### config.mk
export PLATFORM = sky130hd
export DESIGN_NAME = lt_32b
export DESIGN_NICKNAME = d
export VERILOG_FILES = /design/src/rtl/lt_32b.sv
export SDC_FILE = /design/constraint.sdc
export NUM_CORES = 1
export LEC_CHECK = 0
export ABC_AREA = 0
export ABC_CLOCK_PERIOD_IN_PS = 2300
export CAP_MARGIN = 25
export CORE_MARGIN = 5
export CORE_UTILIZATION = 35
export CTS_CLUSTER_DIAMETER = 80
export DETAILED_ROUTE_END_ITERATION = 10
export GPL_TIMING_DRIVEN = 1
export MAX_ROUTING_LAYER = met4
export PLACE_DENSITY = 0.77
export SYNTH_ARGS = -nofsm -noshare
export SYNTH_HDL_FRONTEND = slang
export SYNTH_SLANG_ARGS = --single-unit
### constraint.sdc
create_clock -name clk -period 2.3 [get_ports clk]
set_clock_uncertainty 0.1 [all_clocks]
set_input_delay 0.575 -clock clk [delete_from_list [all_inputs] [get_ports clk]]
set_output_delay 0.575 -clock clk [all_outputs]
set_load 0.005 [all_outputs]
### src/rtl/lt_32b.sv
// lt_32b - registered unsigned magnitude comparator.
//
// Compares two unsigned WIDTH-bit operands and registers the a < b flag
// together with the equality and greater-than by-products. Results appear
// one clock after in_valid is sampled high; when in_valid is low the flags
// hold and out_valid drops.
//
// Ports:
//   clk       rising-edge clock
//   rst_n     asynchronous active-low reset
//   in_valid  a/b carry a valid operand pair this cycle
//   a, b      unsigned operands, WIDTH bits
//   Output    registered, 1 when a < b
//   eq        registered, 1 when a == b
//   gt        registered, 1 when a > b
//   out_valid registered, 1 when the flags hold a fresh result
//
// WIDTH must be a multiple of 4 and at least 4.

module lt_32b #(
  parameter int WIDTH = 32
) (
  input  logic             clk,
  input  logic             rst_n,
  input  logic             in_valid,
  input  logic [WIDTH-1:0] a,
  input  logic [WIDTH-1:0] b,
  output logic             Output,
  output logic             eq,
  output logic             gt,
  output logic             out_valid
);

  localparam int NIB = WIDTH / 4;

  logic [NIB-1:0] nib_lt;
  logic [NIB-1:0] nib_eq;
  logic           lt_c;
  logic           eq_c;
  logic           gt_c;

  // Per-nibble local compare; only 4-bit relational operators are used.
  for (genvar i = 0; i < NIB; i++) begin : g_nib
    assign nib_lt[i] = (a[4*i +: 4] < b[4*i +: 4]);
    assign nib_eq[i] = (a[4*i +: 4] == b[4*i +: 4]);
  end

  // Walk from the most significant nibble down. While all higher nibbles are
  // equal, keep adopting the current nibble's result; the first unequal
  // nibble freezes lt and clears eq. If every nibble is equal, lt ends up 0.
  always_comb begin
    lt_c = 1'b0;
    eq_c = 1'b1;
    for (int i = NIB - 1; i >= 0; i--) begin
      if (eq_c) begin
        lt_c = nib_lt[i];
        eq_c = nib_eq[i];
      end
    end
    gt_c = ~lt_c & ~eq_c;
  end

  // Flags only load on a valid cycle, so X/Z on idle operands cannot reach them.
  always_ff @(posedge clk or negedge rst_n) begin
    if (!rst_n) begin
      Output    <= 1'b0;
      eq        <= 1'b0;
      gt        <= 1'b0;
      out_valid <= 1'b0;
    end else begin
      out_valid <= in_valid;
      if (in_valid) begin
        Output <= lt_c;
        eq     <= eq_c;
        gt     <= gt_c;
      end
    end
  end

endmodule

==> summary.md <==
| Metric | Value |
|---|---|
| Outcome | `complete, no violations` |
| Largest net degree at the start of global routing | `9` |
| Die width | `64.24 um` |
| Synth Area in XOR/XNOR | `0%` |
| Post-synthesis compound-gate area fraction | `20.41%` |
| Worst-Margin Slew | `328.4 ps` |
| CTS H-tree lvls | `1` |
| Final min period | `2246 ps` |
| Critical Path End Type | `flop` |
| Async S/R FF share, synth | `100.0%` |
| Clock group share of total power | `16.9%` |
| Relative slew margins | `78.04%` |
| CTS Buffer Depth | `2` |
| Period utilization | `97.63%` |
| Startpoint Class | `primary input` |
| GP Congestion | `0.7656` |
| Power share of the sequential group | `16.3%` |
| Syn_nets | `231` |
| Antenna Nets Post-Route | `0` |
| Detailed Routing Iterations Pass 1 | `4` |
| Area share of fa/ha/maj cells after synthesis | `38.88%` |
| Total I/O pin count | `71` |
| GRT Resource Usage Total | `15.55%` |
| Row count | `19` |
| Max Cap Viol | `0` |
| Cell internal pwr | `0.0003350 W` |
| Number of synthesized register bits | `4` |
| Max IR drop VDD | `238.6 uV` |
| Fin. Hold Viols | `0` |
| Synth Area in Simple Gates | `16.77%` |
| Worst Path Arrival | `2260 ps` |
| Most used DFF post-synth | `dfrtp_1` |
| Count leader, synth | `inv_1` |
| Fraction of layout cells with a size suffix above 1 | `26.27%` |
| Gr ovfl total | `0` |
| YS warnings | `0` |
| Peak Freq | `445.3 MHz` |
| Drt initial violations | `25` |
| Post-synth EDFFs | `0` |
| Sw Ratio | `32.29%` |
| CTS buffer count | `3` |
| Top cells by area, synth | `ha_1 39%, inv_1 14%, dfrtp_1 9.7%` |
| Die area | `4127 um2` |
| # fillers | `225` |
| Post-Route WL | `3247 um` |
| Tot Pwr | `0.0004948 W` |
| Routed wire per std cell | `13.09 um` |
| Worst-path clk slew | `30 ps` |
| TritonCTS clock tree | `built` |
| Skew-Pair Late Insertion Delay | `230 ps` |
| Area grow syn2layout | `103.3%` |
| Lkg Pwr | `1.017 nW` |
| Number of global-route vias before repair | `1302` |
| Multi-input logic area | `1006 um2` |
| CORE AREA | `2781 um2` |
| DRC | `0` |
| Synth cell types | `27` |
| HPWL after DPL | `2691 um` |
| Via-per-instance ratio | `4.899` |
| Initial antenna violation count | `0` |
| Die Height | `64.24 um` |
| Sw Pwr | `0.0001598 W` |
| Largest family of logic cells by synthesized area | `adder cells` |
| Combinational share of power | `66.8%` |
| WP data required | `2310 ps` |
| Max FO, Critical Path | `3` |
| TritonCTS Sinks | `4` |
| Synthesized cell area | `1030 um2` |
| Register area | `100.1 um2` |
| CTS root buffer | `clkbuf_4` |
| Count of input and output buffers | `70` |
| Avg Cell Area, Syn | `7.801 um2` |
| Final setup fails | `0` |
| Final hold slack | `398.3 ps` |
| Nets | `318` |
| Mux cell area share after synthesis | `0%` |
| First-pass GRT wire length | `5216 um` |
| Seq/Total Area, Yosys | `9.721%` |
| Top post-synthesis cells by count | `39 x inv_1, 32 x ha_1, 11 x o21ai_0, 7 x a21oi_1, 6 x nand4_1` |
| Final slew viol count | `0` |
| Vias post-DR | `1215` |
| Min-Delay Path Class | `reg2reg` |
| Post-Syn Instances | `132` |
| Critical path class | `in2reg` |
| Power Density | `236.4 nW/um2` |
| Synth top area share | `38.88%` |
| Starting Density | `37.02%` |
| Dominant cell type by area after synthesis | `ha_1` |
| Ant. Diodes | `0` |
power groups by stage:
stage               combinational, W   clock, W  sequential (W)
finish                      0.000331  0.0000837       0.0000805
global route                0.000369  0.0000954       0.0000813
CTS                         0.000322  0.0000880       0.0000806
detailed placement          0.000288          0       0.0000813
global placement            0.000278          0       0.0000808
floorplan                   0.000122          0       0.0000815
layout make-up:
class                      instances  share of cell area (%)
clock buffer                       3                   1.076
inverter                          39                   6.993
multi-input combinational         89                   48.06
sequential                         4                   4.782
tap                               31                   1.853
timing repair buffer              82                   37.24
per-stage QoR:
step	worst slack [ps]	TNS, ps	cells	area [um2]	utilization (%)
finish	54.47	0	248	2093	75.26
global route	-26.33	-26.33	248	2093	75.26
CTS	2.138	0	247	2039	73.32
global placement	-335.2	-823.1	239	1814	65.23
floorplan	191.8	0	132	1030	-
detailed placement	-393.6	-991.1	239	1814	65.23
worst paths after layout:
path,start,cells after the start,slack [ps],end
max,a[26],9,50,gt
min,Output,2,400,Output
max reg2reg,gt,1,1490,gt
min reg2reg,Output,2,400,Output
max in group asynchronous,rst_n,1,1480,gt
min in group asynchronous,rst_n,1,450,out_valid
routing by layer:
| metal | global-route usage (%) | vias up | wire, um |
|---|---|---|---|
| met5 | - | - | 0 |
| met4 | 2.036 | 0 | 0 |
| met3 | 4.729 | 0 | 254 |
| met2 | 30.22 | 43 | 1774 |
| met1 | 15.24 | 547 | 1218 |
| li1 | - | 625 | - |
flip-flops by register name, summed over array words and instances (netlist names):
signal,count
Output,1
eq,1
gt,1
out_valid,1
worst max-delay path, cell delays in order:
cell and delay (ps):
clkdlybuf4s15_1 200, ha_4 280, nand4_1 170, buf_4 200, nor4_4 280, inv_2 80
nor3_4 210, o211ai_1 130, o211a_1 140
what timing repair did:
action,in CTS,in global routing
resized for setup,56,31
pin swaps,17,13
setup buffers,5,1
hold buffers,0,0
endpoints found under the setup margin,3,3
hold endpoints to repair,0,0
cells by family after synthesis:
logic type | after synthesis
simple gates | 28
buf+inv | 39
flops | 4
compound gates | 29
fa+ha+maj | 32
cell usage in the layout, fill, tap and decap left out, drive strengths merged, types with 2 or more instances in the layout:
cell,instances
buf,12
o21ai,11
ha,32
a2111oi,2
a21oi,7
clkdlybuf4s50,38
clkbuf,6
nand3,3
nand4,7
dlymetal6s2s,6
inv,39
o21a,2
nor3,3
dfrtp,4
clkdlybuf4s15,11
dlygate4sd2,12
nand2b,3
nor2,4
nand2,5
(Power assumes the default switching activity.)
